**src/rtl/vga_pkg.sv**
```systemverilog
// Shared types, default 640x480@60 timing and helpers for the VGA render controller.
package vga_pkg;

    // Phase of a raster axis; the horizontal and vertical FSMs share this encoding.
    typedef enum logic [1:0] {
        PH_ACT,
        PH_FRONT,
        PH_SYNC,
        PH_BACK
    } phase_e;

    // Default 640x480@60 timing.
    localparam int DEF_H_ACTIVE = 640;
    localparam int DEF_H_FP     = 16;
    localparam int DEF_H_SYNC   = 96;
    localparam int DEF_H_BP     = 48;
    localparam int DEF_V_ACTIVE = 480;
    localparam int DEF_V_FP     = 10;
    localparam int DEF_V_SYNC   = 2;
    localparam int DEF_V_BP     = 33;

    // Default map window and pixel-source latency.
    localparam int DEF_MAP_X0    = 64;
    localparam int DEF_MAP_Y0    = 48;
    localparam int DEF_MAP_W     = 512;
    localparam int DEF_MAP_H     = 384;
    localparam int DEF_PIPE_LAT  = 2;

    // Per-pixel strobes carried down the delay line alongside the fetch.
    typedef struct packed {
        logic de;   // display enable
        logic men;  // map enable
        logic hs;   // active-low hsync
        logic vs;   // active-low vsync
    } flags_t;

    // Blanked pixel: no display, no map, both syncs inactive (high).
    localparam flags_t BLANK_FLAGS = '{de: 1'b0, men: 1'b0, hs: 1'b1, vs: 1'b1};

    // Next phase of one raster axis given the count that is about to be left behind.
    function automatic phase_e next_phase(
        input phase_e      ph,
        input int unsigned cnt,
        input int unsigned act_len,
        input int unsigned fp_len,
        input int unsigned sync_len,
        input int unsigned bp_len
    );
        phase_e nxt;
        nxt = ph;
        unique case (ph)
            PH_ACT:   if (cnt == act_len - 1)                            nxt = PH_FRONT;
            PH_FRONT: if (cnt == act_len + fp_len - 1)                   nxt = PH_SYNC;
            PH_SYNC:  if (cnt == act_len + fp_len + sync_len - 1)        nxt = PH_BACK;
            PH_BACK:  if (cnt == act_len + fp_len + sync_len + bp_len - 1) nxt = PH_ACT;
            default:                                                     nxt = PH_ACT;
        endcase
        return nxt;
    endfunction

endpackage

```
**src/rtl/vga_delay_line.sv**
```systemverilog
// Shift-enabled delay line that lines the pixel strobes up with the pixel-source fetch latency.
module vga_delay_line #(
    parameter int               WIDTH   = 4,
    parameter int               DEPTH   = 2,
    parameter logic [WIDTH-1:0] RST_VAL = '0
) (
    input  logic             clk_i,
    input  logic             rst_ni,
    input  logic             shift_i,
    input  logic             flush_i,
    input  logic [WIDTH-1:0] d_i,
    output logic [WIDTH-1:0] q_o
);

    logic [WIDTH-1:0] stage_q [DEPTH];

    // Stage shift register: async reset and sync flush both load the blank constant.
    // NOTE: this is a few flops, so every stage is reset; a RAM-sized buffer would be left unreset.
    always_ff @(posedge clk_i or negedge rst_ni) begin
        if (!rst_ni) begin
            for (int i = 0; i < DEPTH; i++) stage_q[i] <= RST_VAL;
        end else if (flush_i) begin
            for (int i = 0; i < DEPTH; i++) stage_q[i] <= RST_VAL;
        end else if (shift_i) begin
            stage_q[0] <= d_i;
            for (int i = 1; i < DEPTH; i++) stage_q[i] <= stage_q[i-1];
        end
    end

    assign q_o = stage_q[DEPTH-1];

endmodule

```
**src/rtl/vga_render_ctrl.sv**
```systemverilog
// Raster timing, fetch-stage coordinates and latency-matched strobes for the pixel render path.
module vga_render_ctrl
    import vga_pkg::*;
#(
    parameter int H_ACTIVE = DEF_H_ACTIVE,
    parameter int H_FP     = DEF_H_FP,
    parameter int H_SYNC   = DEF_H_SYNC,
    parameter int H_BP     = DEF_H_BP,
    parameter int V_ACTIVE = DEF_V_ACTIVE,
    parameter int V_FP     = DEF_V_FP,
    parameter int V_SYNC   = DEF_V_SYNC,
    parameter int V_BP     = DEF_V_BP,
    parameter int MAP_X0   = DEF_MAP_X0,
    parameter int MAP_Y0   = DEF_MAP_Y0,
    parameter int MAP_W    = DEF_MAP_W,
    parameter int MAP_H    = DEF_MAP_H,
    parameter int PIPE_LAT = DEF_PIPE_LAT,
    localparam int H_TOTAL = H_ACTIVE + H_FP + H_SYNC + H_BP,
    localparam int V_TOTAL = V_ACTIVE + V_FP + V_SYNC + V_BP,
    localparam int HW      = $clog2(H_TOTAL),
    localparam int VW      = $clog2(V_TOTAL)
) (
    input  logic          clk_i,
    input  logic          rst_ni,
    input  logic          pix_en_i,
    input  logic          run_i,
    output logic [HW-1:0] pixel_x_o,
    output logic [VW-1:0] pixel_y_o,
    output logic [HW-1:0] map_x_o,
    output logic [VW-1:0] map_y_o,
    output logic          frame_start_o,
    output logic          display_enable_o,
    output logic          map_enable_o,
    output logic          hsync_o,
    output logic          vsync_o
);

    localparam logic [HW-1:0] H_LAST    = HW'(H_TOTAL - 1);
    localparam logic [VW-1:0] V_LAST    = VW'(V_TOTAL - 1);
    localparam logic [HW-1:0] MAP_X0_W  = HW'(MAP_X0);
    localparam logic [VW-1:0] MAP_Y0_W  = VW'(MAP_Y0);

    // Raster state
    logic [HW-1:0] hcnt_q, hcnt_d;
    logic [VW-1:0] vcnt_q, vcnt_d;
    phase_e        hphase_q, hphase_d;
    phase_e        vphase_q, vphase_d;
    logic          line_end;

    // Fetch stage
    logic [HW-1:0] pixel_x_q, map_x_d, map_x_q;
    logic [VW-1:0] pixel_y_q, map_y_d, map_y_q;
    logic          frame_start_q, frame_start_d;
    logic          in_map;
    flags_t        flags0_d, flags0_q, flags_out;

    // Next raster position and phases, assuming the current clock is a pixel tick.
    // NOTE: every always_comb output is assigned a default up front so no latch can be inferred.
    always_comb begin
        line_end = (hcnt_q == H_LAST);
        hphase_d = next_phase(hphase_q, 32'(hcnt_q), H_ACTIVE, H_FP, H_SYNC, H_BP);
        hcnt_d   = line_end ? '0 : hcnt_q + HW'(1);
        vphase_d = vphase_q;
        vcnt_d   = vcnt_q;
        if (line_end) begin
            vphase_d = next_phase(vphase_q, 32'(vcnt_q), V_ACTIVE, V_FP, V_SYNC, V_BP);
            vcnt_d   = (vcnt_q == V_LAST) ? '0 : vcnt_q + VW'(1);
        end
    end

    // Counter and phase FSM registers: cleared by run_i=0, advanced on each pixel tick.
    // NOTE: sequential state uses non-blocking assignments so all flops update from pre-edge values.
    always_ff @(posedge clk_i or negedge rst_ni) begin
        if (!rst_ni) begin
            hcnt_q   <= '0;
            vcnt_q   <= '0;
            hphase_q <= PH_ACT;
            vphase_q <= PH_ACT;
        end else if (!run_i) begin
            hcnt_q   <= '0;
            vcnt_q   <= '0;
            hphase_q <= PH_ACT;
            vphase_q <= PH_ACT;
        end else if (pix_en_i) begin
            hcnt_q   <= hcnt_d;
            vcnt_q   <= vcnt_d;
            hphase_q <= hphase_d;
            vphase_q <= vphase_d;
        end
    end

    // Map-window coordinates and stage-0 strobes for the current raster position.
    always_comb begin
        in_map = (int'(hcnt_q) >= MAP_X0) && (int'(hcnt_q) < MAP_X0 + MAP_W) &&
                 (int'(vcnt_q) >= MAP_Y0) && (int'(vcnt_q) < MAP_Y0 + MAP_H);
        map_x_d = in_map ? hcnt_q - MAP_X0_W : '0;
        map_y_d = in_map ? vcnt_q - MAP_Y0_W : '0;

        flags0_d     = BLANK_FLAGS;
        flags0_d.de  = (hphase_q == PH_ACT) && (vphase_q == PH_ACT);
        flags0_d.men = flags0_d.de && in_map;
        flags0_d.hs  = (hphase_q != PH_SYNC);
        flags0_d.vs  = (vphase_q != PH_SYNC);

        frame_start_d = pix_en_i && (hcnt_q == '0) && (vcnt_q == '0);
    end

    // Fetch-stage registers: coordinates, stage-0 strobes and the frame-start pulse.
    always_ff @(posedge clk_i or negedge rst_ni) begin
        if (!rst_ni) begin
            pixel_x_q     <= '0;
            pixel_y_q     <= '0;
            map_x_q       <= '0;
            map_y_q       <= '0;
            flags0_q      <= BLANK_FLAGS;
            frame_start_q <= 1'b0;
        end else if (!run_i) begin
            pixel_x_q     <= '0;
            pixel_y_q     <= '0;
            map_x_q       <= '0;
            map_y_q       <= '0;
            flags0_q      <= BLANK_FLAGS;
            frame_start_q <= 1'b0;
        end else begin
            // Pulse lasts one clock: it is recomputed every clock, ticks or not.
            frame_start_q <= frame_start_d;
            if (pix_en_i) begin
                pixel_x_q <= hcnt_q;
                pixel_y_q <= vcnt_q;
                map_x_q   <= map_x_d;
                map_y_q   <= map_y_d;
                flags0_q  <= flags0_d;
            end
        end
    end

    // Strobes reach the outputs PIPE_LAT ticks after their coordinate enters the fetch stage.
    vga_delay_line #(
        .WIDTH   ($bits(flags_t)),
        .DEPTH   (PIPE_LAT),
        .RST_VAL (BLANK_FLAGS)
    ) u_delay (
        .clk_i   (clk_i),
        .rst_ni  (rst_ni),
        .shift_i (run_i && pix_en_i),
        .flush_i (!run_i),
        .d_i     (flags0_q),
        .q_o     (flags_out)
    );

    assign pixel_x_o        = pixel_x_q;
    assign pixel_y_o        = pixel_y_q;
    assign map_x_o          = map_x_q;
    assign map_y_o          = map_y_q;
    assign frame_start_o    = frame_start_q;
    assign display_enable_o = flags_out.de;
    assign map_enable_o     = flags_out.men;
    assign hsync_o          = flags_out.hs;
    assign vsync_o          = flags_out.vs;

endmodule

```
**config.mk**
```make
export PLATFORM = sky130hd
export DESIGN_NAME = vga_render_ctrl
export DESIGN_NICKNAME = d
export VERILOG_FILES = /design/src/rtl/vga_pkg.sv /design/src/rtl/vga_delay_line.sv /design/src/rtl/vga_render_ctrl.sv
export SDC_FILE = /design/constraint.sdc
export NUM_CORES = 1
export LEC_CHECK = 0
export BUFFER_PORTS_ARGS = -buffer_cell sky130_fd_sc_hd__buf_2
export CAP_MARGIN = 20
export CORE_ASPECT_RATIO = 0.6
export CORE_UTILIZATION = 55
export CTS_BUF_LIST = sky130_fd_sc_hd__clkbuf_16
export DETAILED_ROUTE_END_ITERATION = 8
export PLACE_DENSITY = 0.76
export SYNTH_ARGS = -nofsm -noshare
export SYNTH_HDL_FRONTEND = slang
export SYNTH_SLANG_ARGS = --single-unit
export TNS_END_PERCENT = 100
```
**constraint.sdc**
```tcl
create_clock -name clk_i -period 2.6 [get_ports clk_i]
set_input_delay 0.26 -clock clk_i [delete_from_list [all_inputs] [get_ports clk_i]]
set_output_delay 0.26 -clock clk_i [all_outputs]
set_load 0.03 [all_outputs]
```
==> summary.txt <==
Status
  • Status: finished, final reports clean

Die
  • Cell Rows: 23
  • Placeable Area: 6760 µm²
  • Initial Util: 0.578
  • I/O pin cnt: 49
  • Die width: 111 µm
  • Die Span Y: 67.3 µm
  • Die area: 7460 µm²

Critical path
  • Worst-path cell with the longest stage delay: a31oi_1
  • Worst Path Arrival: 2.43 ns
  • CP Launch Type: flip-flop
  • Crit. Startpoint: hcnt_q[6]
  • Crit path max-delay family: compound AO/OA/AOI/OAI gates
  • Crit Path Class: flip-flop to flip-flop
  • CP Buf/Inv Count: 1
  • CP Capture Point: vcnt_q[3]
  • Worst path max stage delay: 0.63 ns
  • Worst R2R Start: hcnt_q[6]
  • WP data required: 2.80 ns
  • R2r endpoint: vcnt_q[3]
  • Cell Chain, Critical Path: inv_1 > ha_1 > and4b_1 > a31oi_1 > nor3_1 > a21oi_1 > o21ai_0
  • Critical Path Stages: 7
  • FF-to-FF path depth: 7
  • Critical Path Fanout Max: 8
  • Critical Path Sink Type: flip-flop
  • Reg2reg setup slack: 0.37 ns

STA
  • Post-route clock period utilization: 0.857
  • Final setup TNS: 0 ns
  • Relative slew slack: 0.369
  • Final Max Slew Viols: 0
  • Layout Skew: 0.00452 ns
  • RSZ-0062 raised after global routing: no
  • Worst-Margin Slew: 0.947 ns
  • Final hold slack: 0.0748 ns
  • Period minus WS final: 2.23 ns
  • Top achievable clock speed: 449 MHz
  • Final setup vio count: 0
  • Fin. Hold Viols: 0

Global route
  • Initial antenna violation count: 0
  • First-pass GRT wire length: 14800 µm
  • Largest net degree at the start of global routing: 78
  • Tot GR Track Use: 0.261
  • Vias in the first global route: 2824
  • Global route overflow: 0

Final layout
  • Share of cells above drive strength 1: 0.182
  • Layout area overhead: 16.6%
  • Final net count: 455
  • Antenna cells: 0

Synth
  • Post-Synthesis Cells: 390
  • Syn Area/Cell: 10.0 µm²
  • Synth Warn #: 0
  • Post-synth EDFFs: 0
  • Share of flip-flops with an asynchronous set or reset: 1.00
  • Synthesized cell area: 3910 µm²
  • Post-synthesis sequential area ratio: 0.495
  • Synthesized Nets: 416
  • Post-synthesis register bit count: 77
  • Netlist cell types: 43
  • Main synth FF type: dfrtp_1

Detailed routing
  • DR pass1 iterations: 5
  • Wire per inst: 17.5 µm
  • Iteration-0 DRC Markers: 279
  • Via-to-Cell Ratio: 5.81
  • Vias post-DR: 3026
  • Antenna-violating nets left: 0
  • DRC viols: 0
  • Final WL: 9090 µm

Placed design
  • Hpwl dp: 6240 µm
  • Gpl congestion: 0.866
  • PortBufs: 48

Clock tree
  • Post-CTS sizing: 0
  • CTS buffer count: 9
  • Clock slew seen by the registers of the worst setup and hold paths: 0.06 ns
  • CTS root buf: clkbuf_16
  • Setup bufs post-CTS: 0
  • Clock Latency Late Sink: 0.33 ns
  • # hold bufs at CTS: 0
  • Clock sinks: 77
  • Clk buf depth: 2
  • CTS H-tree lvls: 3
  • CTS tree: built

Power and ir drop
  • Max VDD drop: 486 µV
  • Int Power: 2260 µW
  • Switching Fraction: 0.197
  • Switching power: 555 µW
  • Total leakage power: 0.00223 µW
  • Clock share of power: 0.529
  • P per Cell Area: 617 nW/µm²
  • Comb pwr share: 0.039
  • Reg power frac: 0.431

Worst hold path
  • Worst Hold Class: input port to asynchronous set/reset pin

Run
  • Max Cap Viol: 0
## state kept, by name (all words and copies together) (netlist names)
register,count
hphase_q,2
u_delay.q_o,4
frame_start_o,1
map_y_o,10
u_delay.stage_q,4
vcnt_q,10
hcnt_q,10
flags0_q,4
vphase_q,2
pixel_x_o,10
pixel_y_o,10
map_x_o,10
## how the worst min path moves through the flow
stage,to,slack [ns],cells after the start
2_1_floorplan,flags0_q[2],-0.04,0
3_3_place_gp,map_x_o[4],0.47,1
3_5_place_dp,map_x_o[4],0.48,1
4_1_cts,map_y_o[8],0.12,1
5_1_grt,map_x_o[4],0.18,1
6_report,map_x_o[4],0.07,1
## power by group through the flow
stage               clock network (µW)  logic, µW  registers, µW
global placement                     0        111           1230
CTS                               1520        112           1210
global route                      1570        124           1210
detailed placement                   0        112           1230
finish                            1490        110           1210
floorplan                            0       59.3           1240
## metal layers
metal	part of all wire	global-route usage	up-vias
li1	-	-	1435
met4	0.0060	0.0683	0
met1	0.51	0.390	1469
met2	0.41	0.370	117
met3	0.077	0.0754	5
met5	0	0	-
## synthesized netlist by cell type (2+ instances only)
cell type | instances | area share
or2_2 | 2 | 0.0032
nand4b_1 | 2 | 0.0045
inv_1 | 20 | 0.019
a31oi_1 | 2 | 0.0032
dfstp_2 | 6 | 0.040
ha_1 | 22 | 0.070
o211ai_1 | 2 | 0.0038
nor2b_1 | 3 | 0.0048
nand4_1 | 6 | 0.0096
clkbuf_1 | 22 | 0.021
dfrtp_1 | 71 | 0.45
a22o_1 | 21 | 0.047
o31ai_1 | 4 | 0.0077
a21oi_1 | 15 | 0.019
mux2i_1 | 30 | 0.077
nand2_1 | 34 | 0.033
xnor2_1 | 5 | 0.011
o21ai_0 | 14 | 0.018
nor3_1 | 11 | 0.014
nor2_1 | 47 | 0.045
nor4_1 | 3 | 0.0048
buf_2 | 3 | 0.0038
nand2b_1 | 3 | 0.0048
a32o_1 | 3 | 0.0077
and3_1 | 3 | 0.0048
nand3_1 | 14 | 0.018
xor2_1 | 6 | 0.013
## cell families after synthesis
logic type,Yosys count,synth area share
AND/OR/NAND/NOR,134,0.159
flip-flops,77,0.495
AO/OA/AOI/OAI,68,0.125
buffers and inverters,48,0.0490
multiplexers,30,0.0768
adder cells (fa/ha/maj),22,0.0704
XOR/XNOR,11,0.0247
## cells in the final DEF (no fill, tap or decap), types with 4 or more instances in the layout
cell | Yosys | layout
a21oi_1 | 15 | 15
a22o_1 | 21 | 21
buf_2 | 3 | 47
buf_4 | 0 | 8
bufinv_16 | 0 | 4
clkbuf_16 | 0 | 9
dfrtp_1 | 71 | 71
dfstp_2 | 6 | 6
ha_1 | 22 | 22
inv_1 | 20 | 22
mux2i_1 | 30 | 30
nand2_1 | 34 | 34
nand3_1 | 14 | 14
nand4_1 | 6 | 6
nor2_1 | 47 | 47
nor3_1 | 11 | 11
o21ai_0 | 14 | 14
o31ai_1 | 4 | 4
xnor2_1 | 5 | 5
xor2_1 | 6 | 6
## area by class of cell
cell class	instances	area, µm²
clock inverter	7	131
sequential	77	1930
tap	87	109
multi-input combinational	265	1780
inverter	21	78.8
timing repair buffer	55	295
clock buffer	9	225
fill	543	2210
## metrics by stage
stage	util	std cells	power (µW)	area (µm²)	worst slack [ns]
finish	0.674	521	2810	4560	0.372
global route	0.674	521	2900	4560	0.142
CTS	0.674	521	2850	4560	0.400
detailed placement	0.621	505	1350	4200	0.399
global placement	0.621	505	1340	4200	0.476
floorplan	-	390	1300	3910	0.616
(Power assumes the default switching activity.)
